### src/rtl/muldiv_pkg.sv
// Shared definitions for the HI/LO multiply/divide unit: funct codes, FSM states, iteration count.
package muldiv_pkg;

  localparam logic [5:0] FUNCT_MFHI  = 6'h10;
  localparam logic [5:0] FUNCT_MTHI  = 6'h11;
  localparam logic [5:0] FUNCT_MFLO  = 6'h12;
  localparam logic [5:0] FUNCT_MTLO  = 6'h13;
  localparam logic [5:0] FUNCT_MULT  = 6'h18;
  localparam logic [5:0] FUNCT_MULTU = 6'h19;
  localparam logic [5:0] FUNCT_DIV   = 6'h1A;
  localparam logic [5:0] FUNCT_DIVU  = 6'h1B;

  localparam int unsigned MULDIV_ITERS = 32;

  typedef enum logic [1:0] {
    IDLE = 2'd0,
    MUL  = 2'd1,
    DIV  = 2'd2,
    DONE = 2'd3
  } muldiv_state_t;

endpackage

### src/rtl/muldiv_sign_fix.sv
// Signed MULT/DIV support: operand magnitudes at acceptance and result negation at the final edge.
module muldiv_sign_fix #(
  parameter int unsigned WIDTH = 32
) (
  input  logic                 i_signed,
  input  logic [WIDTH-1:0]     i_a,
  input  logic [WIDTH-1:0]     i_b,
  output logic [WIDTH-1:0]     o_mag_a,
  output logic [WIDTH-1:0]     o_mag_b,
  output logic                 o_neg_q,
  output logic                 o_neg_r,
  input  logic                 i_neg_q,
  input  logic                 i_neg_r,
  input  logic [2*WIDTH-1:0]   i_prod,
  input  logic [WIDTH-1:0]     i_quo,
  input  logic [WIDTH-1:0]     i_rem,
  output logic [2*WIDTH-1:0]   o_prod,
  output logic [WIDTH-1:0]     o_quo,
  output logic [WIDTH-1:0]     o_rem
);

  logic w_a_neg;
  logic w_b_neg;

  always_comb begin
    w_a_neg = i_signed & i_a[WIDTH-1];
    w_b_neg = i_signed & i_b[WIDTH-1];
    o_mag_a = w_a_neg ? (~i_a + 1'b1) : i_a;
    o_mag_b = w_b_neg ? (~i_b + 1'b1) : i_b;
    // A zero divisor keeps the all-ones quotient, so the sign flip is suppressed there
    o_neg_q = (w_a_neg ^ w_b_neg) & (i_b != '0);
    o_neg_r = w_a_neg;
  end

  always_comb begin
    o_prod = i_neg_q ? (~i_prod + 1'b1) : i_prod;
    o_quo  = i_neg_q ? (~i_quo + 1'b1) : i_quo;
    o_rem  = i_neg_r ? (~i_rem + 1'b1) : i_rem;
  end

endmodule

### src/rtl/mul_div_unit.sv
// Iterative 32-cycle multiply/divide unit owning HI/LO, with MTHI/MTLO writes and MFHI/MFLO reads.
// Signed MULT/DIV are built only when MULDIV_SIGNED_EN is defined.
module mul_div_unit
  import muldiv_pkg::*;
#(
  parameter int unsigned WIDTH = 32
) (
  input  logic             clk_i,
  input  logic             rst_i,
  input  logic             start_i,
  input  logic [5:0]       funct_i,
  input  logic [WIDTH-1:0] rsData_i,
  input  logic [WIDTH-1:0] rtData_i,
  output logic             busy_o,
  output logic             done_o,
  output logic [WIDTH-1:0] hi_o,
  output logic [WIDTH-1:0] lo_o,
  output logic [WIDTH-1:0] result_o
);

  localparam logic [5:0] CNT_LAST = 6'(MULDIV_ITERS - 1);

  muldiv_state_t        r_state;
  muldiv_state_t        w_state_nx;
  logic [5:0]           r_cnt;
  logic [WIDTH-1:0]     r_hi;
  logic [WIDTH-1:0]     r_lo;
  logic [2*WIDTH-1:0]   r_work;
  logic [WIDTH-1:0]     r_opnd;

  logic                 w_dec_mul;
  logic                 w_dec_div;
  logic                 w_can_accept;
  logic                 w_acc_mul;
  logic                 w_acc_div;
  logic                 w_acc_mthi;
  logic                 w_acc_mtlo;
  logic                 w_iter;
  logic                 w_last;

  logic [WIDTH-1:0]     w_mag_a;
  logic [WIDTH-1:0]     w_mag_b;
  logic [WIDTH:0]       w_mul_sum;
  logic [2*WIDTH-1:0]   w_mul_nx;
  logic [WIDTH:0]       w_div_sh;
  logic                 w_div_ge;
  logic [WIDTH-1:0]     w_div_diff;
  logic [2*WIDTH-1:0]   w_div_nx;
  logic [2*WIDTH-1:0]   w_prod_fix;
  logic [WIDTH-1:0]     w_quo_fix;
  logic [WIDTH-1:0]     w_rem_fix;

`ifdef MULDIV_SIGNED_EN
  logic                 w_dec_signed;
  logic                 w_neg_q_in;
  logic                 w_neg_r_in;
  logic                 r_neg_q;
  logic                 r_neg_r;
`endif

  always_comb begin
    w_dec_mul = (funct_i == FUNCT_MULTU);
    w_dec_div = (funct_i == FUNCT_DIVU);
`ifdef MULDIV_SIGNED_EN
    w_dec_signed = (funct_i == FUNCT_MULT) || (funct_i == FUNCT_DIV);
    w_dec_mul    = w_dec_mul | (funct_i == FUNCT_MULT);
    w_dec_div    = w_dec_div | (funct_i == FUNCT_DIV);
`endif
  end

  always_comb begin
    w_can_accept = start_i & ((r_state == IDLE) | (r_state == DONE));
    w_acc_mul    = w_can_accept & w_dec_mul;
    w_acc_div    = w_can_accept & w_dec_div;
    w_acc_mthi   = w_can_accept & (funct_i == FUNCT_MTHI);
    w_acc_mtlo   = w_can_accept & (funct_i == FUNCT_MTLO);
    w_iter       = (r_state == MUL) | (r_state == DIV);
    w_last       = w_iter & (r_cnt == CNT_LAST);
  end

  // Multiply keeps {partial, multiplier} in r_work; divide keeps {remainder, dividend/quotient}
  always_comb begin
    w_mul_sum  = {1'b0, r_work[2*WIDTH-1:WIDTH]} + (r_work[0] ? {1'b0, r_opnd} : '0);
    w_mul_nx   = {w_mul_sum, r_work[WIDTH-1:1]};
    w_div_sh   = {r_work[2*WIDTH-1:WIDTH], r_work[WIDTH-1]};
    w_div_ge   = (w_div_sh >= {1'b0, r_opnd});
    w_div_diff = w_div_sh[WIDTH-1:0] - r_opnd;
    w_div_nx   = w_div_ge ? {w_div_diff, r_work[WIDTH-2:0], 1'b1}
                          : {w_div_sh[WIDTH-1:0], r_work[WIDTH-2:0], 1'b0};
  end

`ifdef MULDIV_SIGNED_EN
  muldiv_sign_fix #(
    .WIDTH (WIDTH)
  ) u_sign_fix (
    .i_signed (w_dec_signed),
    .i_a      (rsData_i),
    .i_b      (rtData_i),
    .o_mag_a  (w_mag_a),
    .o_mag_b  (w_mag_b),
    .o_neg_q  (w_neg_q_in),
    .o_neg_r  (w_neg_r_in),
    .i_neg_q  (r_neg_q),
    .i_neg_r  (r_neg_r),
    .i_prod   (w_mul_nx),
    .i_quo    (w_div_nx[WIDTH-1:0]),
    .i_rem    (w_div_nx[2*WIDTH-1:WIDTH]),
    .o_prod   (w_prod_fix),
    .o_quo    (w_quo_fix),
    .o_rem    (w_rem_fix)
  );

  always_ff @(posedge clk_i or posedge rst_i) begin
    if (rst_i) begin
      r_neg_q <= 1'b0;
      r_neg_r <= 1'b0;
    end else if (w_acc_mul || w_acc_div) begin
      r_neg_q <= w_neg_q_in;
      r_neg_r <= w_neg_r_in;
    end
  end
`else
  assign w_mag_a    = rsData_i;
  assign w_mag_b    = rtData_i;
  assign w_prod_fix = w_mul_nx;
  assign w_quo_fix  = w_div_nx[WIDTH-1:0];
  assign w_rem_fix  = w_div_nx[2*WIDTH-1:WIDTH];
`endif

  always_ff @(posedge clk_i or posedge rst_i) begin
    if (rst_i) begin
      r_state <= IDLE;
    end else begin
      r_state <= w_state_nx;
    end
  end

  always_comb begin
    w_state_nx = r_state;
    case (r_state)
      IDLE, DONE: begin
        w_state_nx = IDLE;
        if (w_acc_mul) begin
          w_state_nx = MUL;
        end else if (w_acc_div) begin
          w_state_nx = DIV;
        end
      end
      MUL, DIV: begin
        if (w_last) begin
          w_state_nx = DONE;
        end
      end
      default: w_state_nx = IDLE;
    endcase
  end

  always_ff @(posedge clk_i or posedge rst_i) begin
    if (rst_i) begin
      r_cnt  <= '0;
      r_hi   <= '0;
      r_lo   <= '0;
      r_work <= '0;
      r_opnd <= '0;
    end else if (w_can_accept) begin
      r_cnt <= '0;
      if (w_acc_mthi) begin
        r_hi <= rsData_i;
      end
      if (w_acc_mtlo) begin
        r_lo <= rsData_i;
      end
      if (w_acc_mul) begin
        r_work <= {{WIDTH{1'b0}}, w_mag_b};
        r_opnd <= w_mag_a;
      end else if (w_acc_div) begin
        r_work <= {{WIDTH{1'b0}}, w_mag_a};
        r_opnd <= w_mag_b;
      end
    end else if (w_iter) begin
      r_work <= (r_state == DIV) ? w_div_nx : w_mul_nx;
      if (w_last) begin
        r_cnt <= '0;
        if (r_state == DIV) begin
          r_lo <= w_quo_fix;
          r_hi <= w_rem_fix;
        end else begin
          {r_hi, r_lo} <= w_prod_fix;
        end
      end else begin
        r_cnt <= r_cnt + 6'd1;
      end
    end
  end

  always_comb begin
    busy_o = (r_state == MUL) | (r_state == DIV);
    done_o = (r_state == DONE);
    hi_o   = r_hi;
    lo_o   = r_lo;
    if (funct_i == FUNCT_MFHI) begin
      result_o = r_hi;
    end else if (funct_i == FUNCT_MFLO) begin
      result_o = r_lo;
    end else begin
      result_o = '0;
    end
  end

endmodule

### config.mk
export PLATFORM = sky130hd
export DESIGN_NAME = mul_div_unit
export DESIGN_NICKNAME = d
export VERILOG_FILES = /design/src/rtl/muldiv_pkg.sv /design/src/rtl/muldiv_sign_fix.sv /design/src/rtl/mul_div_unit.sv
export SDC_FILE = /design/constraint.sdc
export NUM_CORES = 1
export LEC_CHECK = 0
export ABC_AREA = 1
export BUFFER_PORTS_ARGS = -buffer_cell sky130_fd_sc_hd__buf_2
export CAP_MARGIN = 15
export CORE_ASPECT_RATIO = 1.2
export CORE_MARGIN = 4
export CORE_UTILIZATION = 50
export DETAILED_ROUTE_END_ITERATION = 10
export PLACE_DENSITY = 0.67
export SYNTH_ARGS = -nofsm -noshare
export SYNTH_HDL_FRONTEND = slang
export SYNTH_SLANG_ARGS = --single-unit
export TNS_END_PERCENT = 5
### constraint.sdc
create_clock -name clk_i -period 11.75 [get_ports clk_i]
set_input_delay 2.35 -clock clk_i [delete_from_list [all_inputs] [get_ports clk_i]]
set_output_delay 2.35 -clock clk_i [all_outputs]
set_load 0.05 [all_outputs]
==> out/summary.txt <==
GRT overflow: 0
min cycle time layout: 6060 ps
Arrival @ worst endpoint: 3710 ps
Period Utilization, post-route: 51.6%
Post-synth top cells: nand2_1, inv_1, nor2_1
cts hold-fix bufs: 0
Placement Rows: 66
crit path kind: in2out
Overall Global Routing Usage: 32.8%
htree depth: 4
Primary FF master, synth: dfrtp_1
clock latency on the worst-skew pair: 430 ps
Worst path most repeated cell: buf_2
yosys warns: 0
Nets: 2,409
Netlist Area Pre-Place: 0.0141 mm²
register area share after synthesis: 29.9%
worst hold stages: 2
Die Y: 192 µm
hold path start: r_work[8]
net switching power: 1480 µW
clock tree buffer depth: 2
Setup Skew: 9.85 ps
DRC Markers: 0
drt wl/cell: 19.1 µm
Synth area leaders: dfrtp_1, nand2_1, inv_1, ha_1, a21oi_1
EDFF count, synth: 0
pin count of the biggest net entering global routing: 101
WP data required: 9400 ps
Net Sw Frac: 49.7%
pin slew with the least headroom to its limit: 1120 ps
Synth top area share: 29.9%
antenna violations before repair: 1
sequential share of power: 25.5%
r2r worst-path depth: 11
Starting DRT DRC Count: 1,257
FF-to-FF setup slack: 7200 ps
Final Util: 57.1%
IO Count: 171
WHS Endpoint: r_work[8]
setup TNS after final layout: 0 ps
mean number of vias per cell: 5.57
CTS tree: done
final hold slack: 514 ps
Syn-to-layout area delta: 11.4%
slowest cell delay on critical path: 310 ps
vias in the first global route: 14.1k
Synth area leader: dfrtp_1
CORE AREA: 0.0274 mm²
input/output buffers: 170
Post-Layout Inst Area: 0.0157 mm²
Comb power frac: 56.2%
final hold vios: 0
first-pass GRT wire length: 78,800 µm
FF-to-FF End: r_work[20]
CTS root buf: clkbuf_16
Power Density: 190 mW/mm²
peak supply drop: 0.112 mV
maxcap violations: 0
Starting Density: 51.3%
share of layout cells above drive strength 1: 14.6%
status: finished clean
die area: 0.0309 mm²
Pwr Total: 2980 µW
Pleak: 0.00826 µW
R2R Path Start: r_state[0]
RSZ-0062 raised after global routing: no
crit end category: output port
count leader, synth: nand2_1
Post-DP Area: 0.0151 mm²
syn_nets: 2,288
# setup viols final: 0
ANT nets after route: 0
Num Clock Sinks: 168
Slew headroom: 25.6%
synth unique cells: 51
Num CTS Buffers: 17
worst hold-check path type: reg2reg
Yosys reg bits: 168
post-CTS setup buffer count: 0
Final Max Slew Viols: 0
Mapped Cells: 2,146
overall die width: 161 µm
worst-path fanout max: 32
Clk pwr share: 18.3%
Mean Syn Cell Area: 6.55 µm²
DRT Pass-1 Iters: 6
internal power: 1500 µW
FMAX: 165 MHz
Post-Route WL: 50,700 µm
slowest stage cell, crit path: nor2_1
CTS clk-pin slew, worst paths: 60 ps
Async S/R FF share, synth: 100%
Resized Gates After CTS: 0
CP startpoint kind: input port
DP HPWL: 39,900 µm
vias post-DR: 14.8k
gpl congestion: 1.02
CP Cell Sequence: buf_2 -> nor2_1 -> nand4_1 -> buf_4 -> o22ai_1 -> buf_2
fill cell count: 2,823
## sequential cells by signal, summed over array words and instances (netlist names)
| register | cells |
|---|---|
| r_state | 2 |
| r_opnd | 32 |
| lo_o | 32 |
| r_cnt | 6 |
| r_work | 64 |
| hi_o | 32 |
## stage by stage
stage               instances  setup WS, ps
finish                   2654          5690
global route             2654          5580
CTS                      2653          5720
detailed placement       2622          5640
global placement         2622          5800
floorplan                2146          4850
## kinds of logic after synthesis
| group | synth area share, % |
|---|---|
| xor gates and xnor gates | 1.75 |
| and+or+nand+nor | 30.2 |
| AOI/OAI and AO/OA | 18.5 |
| DFF | 29.9 |
| buffers and inverters | 13.4 |
| adders and majority gates | 6.25 |
## worst max-delay path, delay by kind of cell
kind,cells,cell delay [ps]
simple gates,2,470
compound gates,1,190
buf+inv,3,680
## power by group through the flow
stage / Clock (µW) / Combinational (µW) / Sequential [µW]
floorplan: 0 / 1220 / 723
global placement: 0 / 1620 / 765
detailed placement: 0 / 1640 / 764
CTS: 552 / 1650 / 755
global route: 579 / 1870 / 769
finish: 545 / 1670 / 760
## cell usage in the layout, fill, tap and decap left out, types with 8 or more instances in the layout
cell       synthesis  routed
a21oi_2           12      12
a31oi_1           35      34
nand4_1           15      15
o21ai_1           33      33
inv_2             10      11
dfrtp_1          168     168
nor3_1            11      11
nand3_2           26      26
inv_1            386     384
nand2_1          554     554
o211ai_1          16      16
o221ai_1          37      37
nor2_1           184     184
o21ai_0          101     101
nand3_1           84      84
nor2_2             8       8
or2_2             10      10
o22ai_1           37      37
buf_2             20     170
ha_1              67      66
buf_4              5      11
nand3b_1          15      15
a21oi_1          150     150
xor2_1            28      28
clkbuf_16          0      17
nand2_2           33      33
## final cells by class
class,count,area (µm²),share of cell area [%]
Multi-Input combinational cell,1501,7980,51.0
Sequential cell,168,4200,26.9
Inverter,398,1500,9.59
Timing Repair Buffer,181,933,5.96
Tap cell,374,468,2.99
Clock buffer,21,460,2.94
Clock inverter,10,97.6,0.624
Antenna cell,1,2.50,0.0160
## routing by layer
layer / routed length [µm] / track usage [%] / part of all wire (%)
met1: 22300 / 45.7 / 44
met2: 23100 / 53.0 / 46
met3: 3670 / 4.38 / 7.2
met4: 1680 / 10.7 / 3.3
met5: 0 / 0 / 0
## worst max path at each step
stage	depth (start not counted)	startpoint	to	slack (ps)
after global routing	6	funct_i[2]	result_o[19]	5580
after detailed placement	10	start_i	r_work[20]	5640
final	6	funct_i[2]	result_o[2]	5690
after global placement	11	start_i	r_work[9]	5800
after CTS	6	funct_i[2]	result_o[26]	5720
after floorplan	1	rst_i	hi_o[0]	4850
No activity file was read; power rests on OpenSTA's default activity.
